--- config.mk ---
export PLATFORM = sky130hd
export DESIGN_NAME = output_layer_seq
export DESIGN_NICKNAME = d
export VERILOG_FILES = /design/src/rtl/output_layer_seq.sv
export SDC_FILE = /design/constraint.sdc
export NUM_CORES = 2
export LEC_CHECK = 0
export BUFFER_PORTS_ARGS = -buffer_cell sky130_fd_sc_hd__buf_2
export CAP_MARGIN = 20
export CORE_MARGIN = 2
export CORE_UTILIZATION = 60
export CTS_CLUSTER_DIAMETER = 30
export CTS_CLUSTER_SIZE = 25
export DETAILED_ROUTE_END_ITERATION = 6
export GPL_ROUTABILITY_DRIVEN = 1
export PLACE_DENSITY = 0.78
export SYNTH_ARGS = -nofsm -noshare
export SYNTH_HDL_FRONTEND = slang
export SYNTH_SLANG_ARGS = --single-unit
export TNS_END_PERCENT = 50
--- constraint.sdc ---
create_clock -name clk -period 30.3 [get_ports clk]
set_input_delay 6.06 -clock clk [delete_from_list [all_inputs] [get_ports clk]]
set_output_delay 6.06 -clock clk [all_outputs]
set_load 0.05 [all_outputs]
--- src/rtl/output_layer_seq.sv ---
// output_layer_seq: time-shared signed fixed-point MAC sequencer for the
// output layer; one saturated linear result per neuron on a valid/ready stream.
module output_layer_seq #(
    parameter int DWIDTH = 32,
    parameter int FRAC   = 24,
    parameter int NOUT   = 2,
    parameter int AW     = 8,
    parameter int BASE   = 0
) (
    input  logic              clk,
    input  logic              rst,
    input  logic              in_valid,
    output logic              in_ready,
    input  logic [DWIDTH-1:0] A,
    input  logic [DWIDTH-1:0] B,
    input  logic [DWIDTH-1:0] C,
    output logic              w_en,
    output logic [AW-1:0]     w_addr,
    input  logic [DWIDTH-1:0] w_data,
    output logic              out_valid,
    input  logic              out_ready,
    output logic [DWIDTH-1:0] out_data,
    output logic [5:0]        out_idx,
    output logic              out_last,
    output logic              out_sat,
    output logic              busy
);

    localparam int AWD = 2 * DWIDTH + 2;
    localparam logic [5:0] LASTN = 6'(NOUT - 1);

    typedef enum logic [1:0] {
        IDLE,
        RD,
        OUT
    } state_t;

    state_t state, state_nx;

    logic [DWIDTH-1:0] a_q, b_q, c_q;
    logic [5:0]        n_q;
    logic [2:0]        k_q;
    logic signed [AWD-1:0] acc_q;
    logic [DWIDTH-1:0] od_q;
    logic              sat_q;

    logic accept, xfer, is_last;

    logic signed [DWIDTH-1:0]   xop;
    logic signed [2*DWIDTH-1:0] prod;
    logic signed [AWD-1:0]      prod_x, bias_x, tot, sum;
    logic [AWD-DWIDTH:0]        hi;
    logic                       fits;
    logic [DWIDTH-1:0]          clamp;
    logic [AW-1:0]              addr;

    assign is_last = (n_q == LASTN);
    assign accept  = (state == IDLE) && in_valid;
    assign xfer    = (state == OUT) && out_ready;

    // State register
    always_ff @(posedge clk or negedge rst) begin
        if (!rst) state <= IDLE;
        else      state <= state_nx;
    end

    // Next state and state-decoded handshake/memory strobes
    always_comb begin
        state_nx  = state;
        in_ready  = 1'b0;
        out_valid = 1'b0;
        w_en      = 1'b0;
        busy      = 1'b1;
        unique case (state)
            IDLE: begin
                in_ready = 1'b1;
                busy     = 1'b0;
                if (accept) state_nx = RD;
            end
            RD: begin
                w_en = (k_q <= 3'd3);
                if (k_q == 3'd4) state_nx = OUT;
            end
            OUT: begin
                out_valid = 1'b1;
                if (xfer) state_nx = is_last ? IDLE : RD;
            end
            default: state_nx = IDLE;
        endcase
    end

    // Select the activation paired with the weight now on w_data
    always_comb begin
        xop = '0;
        unique case (1'b1)
            (k_q == 3'd1): xop = a_q;
            (k_q == 3'd2): xop = b_q;
            (k_q == 3'd3): xop = c_q;
            default:       xop = '0;
        endcase
    end

    assign prod   = $signed(w_data) * xop;
    assign prod_x = {{2{prod[2*DWIDTH-1]}}, prod};
    assign bias_x = {{(AWD-DWIDTH){w_data[DWIDTH-1]}}, w_data};
    assign tot    = acc_q + (bias_x <<< FRAC);
    assign sum    = tot >>> FRAC;
    assign hi     = sum[AWD-1:DWIDTH-1];
    assign fits   = (&hi) || !(|hi);
    assign clamp  = sum[AWD-1] ? {1'b1, {(DWIDTH-1){1'b0}}}
                               : {1'b0, {(DWIDTH-1){1'b1}}};

    assign addr   = AW'(BASE) + AW'({n_q, 2'b00}) + AW'(k_q);
    assign w_addr = w_en ? addr : '0;

    assign out_data = od_q;
    assign out_sat  = sat_q;
    assign out_idx  = n_q;
    assign out_last = (state == OUT) && is_last;

    // Operand latch, neuron/tap counters, accumulator and result register
    always_ff @(posedge clk or negedge rst) begin
        if (!rst) begin
            a_q   <= '0;
            b_q   <= '0;
            c_q   <= '0;
            n_q   <= '0;
            k_q   <= '0;
            acc_q <= '0;
            od_q  <= '0;
            sat_q <= 1'b0;
        end else begin
            unique case (state)
                IDLE: begin
                    if (accept) begin
                        a_q   <= A;
                        b_q   <= B;
                        c_q   <= C;
                        n_q   <= '0;
                        k_q   <= '0;
                        acc_q <= '0;
                    end
                end
                RD: begin
                    if (k_q == 3'd4) begin
                        k_q   <= '0;
                        od_q  <= fits ? sum[DWIDTH-1:0] : clamp;
                        sat_q <= !fits;
                    end else begin
                        k_q <= k_q + 3'd1;
                        if (k_q != 3'd0) acc_q <= acc_q + prod_x;
                    end
                end
                OUT: begin
                    if (xfer && !is_last) begin
                        n_q   <= n_q + 6'd1;
                        k_q   <= '0;
                        acc_q <= '0;
                    end
                end
                default: ;
            endcase
        end
    end

endmodule

**Yosys cells after proc, flatten, opt, wreduce, memory -nomap -nowiden**

Cells that the tools add are included.

- Flip-flop bits (word level): 206
- Bits in latches: 0
- RAM bits: 0
- ROM bits: 0
- Output and inout bits: 52
- Word-level logic and storage cells: 74
- Memories: 0

- Add/subtract/negate cells: 5
- $mul: 1
- Div/mod/pow operators: 0
- Magnitude comparators: 1
- Equality and inequality tests: 13
- Shift-type cells: 0
- Multiplexer cells: 25
- Bitwise gates (word level): 0
- Reduce and logical (&&, ||, !) cells: 20

Operators by type and width:

| kind | count |
|---|---|
| $mux W66 | 4 |
| $pmux W66 S3 | 1 |
| $pmux W32 S3 | 1 |
| $add A66 B56 Y66 | 1 |
| $add A66 B64 Y66 | 1 |
| $mul A32 B32 Y64 | 1 |
| $mux W32 | 2 |
| $mux W6 | 2 |
| $pmux W6 S2 | 1 |
| $reduce_and A11 Y1 | 1 |
| $reduce_or A11 Y1 | 1 |
| $ne A2 B2 Y1 const B | 5 |
| $mux W3 | 3 |
| $pmux W3 S3 | 1 |
| $reduce_and A3 Y1 | 3 |
| $add A8 B3 Y8 | 1 |
| $mux W8 | 1 |
| $add A6 B1 Y6 const B | 1 |
| $eq A3 B2 Y1 const B | 2 |
| $eq A6 B1 Y1 const B | 1 |
| $mux W2 | 3 |
| $pmux W2 S3 | 1 |
| $reduce_bool A3 Y1 | 2 |
| $mux W1 | 5 |
| other kinds (14) | 20 |

**Depth between registers and ports, before layout**

- Depth after elaboration: 7
- Gate-level depth with buffers: 37
- Depth with buffers taken out: 34

**Worst setup path after synthesis**

OpenSTA, ideal clock, no wires.

- Path kind: in2reg
- From: input port w_data[31]
- To: register acc_q[62]
- Setup time: 0.121 ns
- Data arrival time: 14.715 ns
- Path slack: 15.464 ns
- Stages on the path: 28
- Path buffers: 2
- Cells stage by stage: clkbuf_1 > nand2_1 > fa_1 > fa_1 > inv_1 > fa_1 > inv_1 > fa_1 > inv_1 > fa_1 > fa_1 > fa_1 > inv_1 > fa_1 > inv_1 > ha_1 > clkbuf_1 > a21o_1 > a21oi_1 > a21oi_1 > o41ai_1 > o22ai_1 > o311a_1 > o21ai_1 > o21ai_0 > a311o_1 > xor2_1 > a22o_1

- Word-level cells in the longest chain between the ends: 5

RTL lines:

| element | line | RTL |
|---|---|---|
| start, declared | 19 | `input logic [DWIDTH-1:0] w_data,` |
| $mul A32 B32 Y64 | 103 | `assign prod = $signed(w_data) * xop;` |
| $add A66 B64 Y66 | 151 | `if (k_q != 3'd0) acc_q <= acc_q + prod_x;` |
| $mux W66 | 151 |  |
| $mux W66 | 145 | `if (k_q == 3'd4) begin` |
| $pmux W66 S3 | 133 | `unique case (state)` |
| end signal, assigned | 151 |  |
| end, declared | 43 | `logic signed [AWD-1:0] acc_q;` |

Every way passes these cells. The select of a mux whose other input is x is not followed.
A chain may end at the register's enable or synchronous reset.

**Final worst setup path**

- From: input port w_data[31]
- To: register acc_q[60]

The elaborated chain is that of the path after synthesis.

==> out/results.txt <==
DRC Markers = 0
CP max FO = 43
Remaining antenna violation count after routing = 0
CTS tree = built
Worst reg-to-reg setup slack = 18.79 ns
Share of cells above drive strength 1 = 0.08844
Largest net degree at the start of global routing = 92
I/O pin cnt = 184
Minimum clock period = 15.09 ns
Top_reg_cell synth = dfrtp_1
YS warnings = 0
Total GRT Usage = 0.3329
NumNets Final = 7052
Root Driver = clkbuf_16
Max Fclk = 66.25 MHz
Number of synthesized flops with an enable pin = 0
Final hold vios = 0
Post-cts sizing count = 0
Drt total wl = 140700 um
Clock Latency Late Sink = 0.52 ns
Outcome = finished, final reports clean
GPL Wtd Cong = 0.9440
CP Class = in -> reg
Netlist Area Pre-Place = 51610 sq um
Fillers = 6820
Ys async rst share = 1.000
Unrepaired setup endpoints after global routing = no
DR WL/cell = 21.36 um
Port bufs = 183
Initial antenna violation count = 6
Max Cap Violations = 0
Count of pins over their slew limit = 0
GRT overflow = 0
Register area share after synthesis = 0.09989
Worst Path Arrival = 15.49 ns
Met2 Resource Use GR = 0.5803
Setup violations, final = 0
Relative slew slack = 0.1572
Final Skew = 0.01582 ns
Final setup TNS = 0 ns
Worst min path class = reg -> reg
WP data required = 30.70 ns
Post-CTS Hold Buffers = 0
Reg clk slew, reported paths = 0.05 ns
First-pass GRT wire length = 229600 um
Synthesized area per cell = 9.569 sq um
Row Count = 107
CP top delay family = adder cells
DR iter-0 viols = 2545
Post-DR vias/cell = 5.761
CP endpoint kind = flop
Total CTS buffers = 34
Met3 usage = 0.04835
Syn Nets = 7031
Post-CTS Setup Inserts = 0
#FFs+latches synth = 206
Area growth from synthesis to final layout = 6.413%
Routed via count = 37.94k
Top Usage Layer GRT = met2
Clk buf depth = 3
Drt pass-1 iters = 6
Vias in the first global route = 42.62k
Crit path buffers/inverters = 10
H-tree level count = 2
Die Area = 88370 sq um
Worst-Margin Slew = 1.264 ns
Crit path top cell by count = fa_1
GR Util met1 = 0.3964
Library cells used by synthesis = 73
Die W = 297.3 um
Effective utilization at floorplan = 0.6061
Max stage delay cell, worst path = a211oi_1
Synth Instances = 5393
CTS Sinks = 206
Chip height = 297.3 um
Hpwl dp = 110900 um
Total core area = 85150 sq um
Worst setup SP type = primary input
Max incr delay on CP = 0.74 ns
Post-route clock period utilization = 0.4981
[logic make-up after synthesis]
kind of cell | after synthesis | synth area share
fa+ha+maj | 1506 | 0.5446
simple gates | 1401 | 0.1309
flops | 206 | 0.09989
mux | 101 | 0.02197
xor+xnor | 120 | 0.02037
compound gates | 488 | 0.06740
buf+inv | 1571 | 0.1149
[synthesized netlist by cell type, types with 56 or more instances]
cell,count,share of area
inv_1,1296,0.094
fa_1,1234,0.48
nand2_1,679,0.049
and2_1,398,0.048
ha_1,272,0.066
clkbuf_1,259,0.019
dfrtp_1,206,0.10
nor2_1,111,0.0081
a21oi_1,107,0.010
mux2_2,98,0.021
xnor2_1,78,0.013
o21ai_0,69,0.0067
nor2b_1,68,0.0082
a21o_1,56,0.0081
[registers in the layout, summed over array words and instances (netlist names)]
name      count
c_q          32
acc_q        66
state         2
k_q           3
b_q          32
out_data     32
out_sat       1
out_idx       6
a_q          32
[per-stage QoR]
stage | cells | hold WS [ns] | cell area, sq um | utilization | setup slack [ns]
after global routing | 6585 | 0.5083 | 54910 | 0.6449 | 14.66
after CTS | 6579 | 0.4894 | 54810 | 0.6437 | 15.31
final | 6586 | 0.4883 | 54920 | 0.6449 | 15.21
after detailed placement | 6518 | 0.4705 | 53600 | 0.6295 | 14.77
after global placement | 6517 | 0.4639 | 53590 | 0.6294 | 14.85
after floorplan | 5393 | 0.4432 | 51610 | - | 15.46
[path summary, 6_finish.rpt]
kind,to,cells after the start,start
max reg2reg,acc_q[60],33,k_q[1]
max in group asynchronous,acc_q[14],3,rst
max,acc_q[60],30,w_data[31]
min reg2reg,acc_q[5],2,acc_q[5]
min in group asynchronous,out_idx[4],1,rst
min,acc_q[5],2,acc_q[5]
[worst register-to-register path, delay by kind of cell (launching register included)]
family | cells | cell delay, ns
AND/OR/NAND/NOR | 5 | 2.00
XOR/XNOR | 1 | 0.16
buffers and inverters | 10 | 1.53
AO/OA/AOI/OAI | 7 | 2.51
flip-flops | 1 | 0.46
adder cells (fa/ha/maj) | 10 | 4.75
[final cells by class]
| class | instances | area, sq um | area share |
|---|---|---|---|
| multi-input combinational | 3616 | 40680 | 0.7407 |
| sequential | 206 | 5155 | 0.09387 |
| inverter | 1296 | 4865 | 0.08859 |
| timing repair buffer | 260 | 1575 | 0.02869 |
| tap | 1144 | 1431 | 0.02607 |
| clock buffer | 42 | 974.7 | 0.01775 |
| clock inverter | 19 | 229.0 | 0.004170 |
| antenna | 3 | 7.507 | 0.0001367 |
[placed cells by master (no fill, tap or decap), types with 20 or more instances in the layout]
master	instances
a21oi_1	105
nor2_1	88
a21o_1	55
xor2_1	42
o211ai_1	23
nand3_1	27
nor3_1	33
buf_4	73
nand4_1	20
nor2b_1	66
o21ai_0	64
a222oi_1	23
fa_1	1234
mux2_2	98
xnor2_1	78
and2_1	397
buf_2	182
dfrtp_1	206
clkbuf_16	37
inv_1	1295
ha_1	272
a22o_1	50
nand2_1	678
[per-layer routing]
| layer | routed length (um) | part of all wire | vias up |
|---|---|---|---|
| li1 | - | - | 16106 |
| met1 | 49780 | 0.35 | 19695 |
| met2 | 71740 | 0.51 | 1603 |
| met3 | 9447 | 0.067 | 537 |
| met4 | 9719 | 0.069 | 2 |
| met5 | 9 | 0.000064 | - |
Power is left out: the tool's default activity adds up to more than one toggle a clock period on the data nets, which glitch-free logic cannot reach.
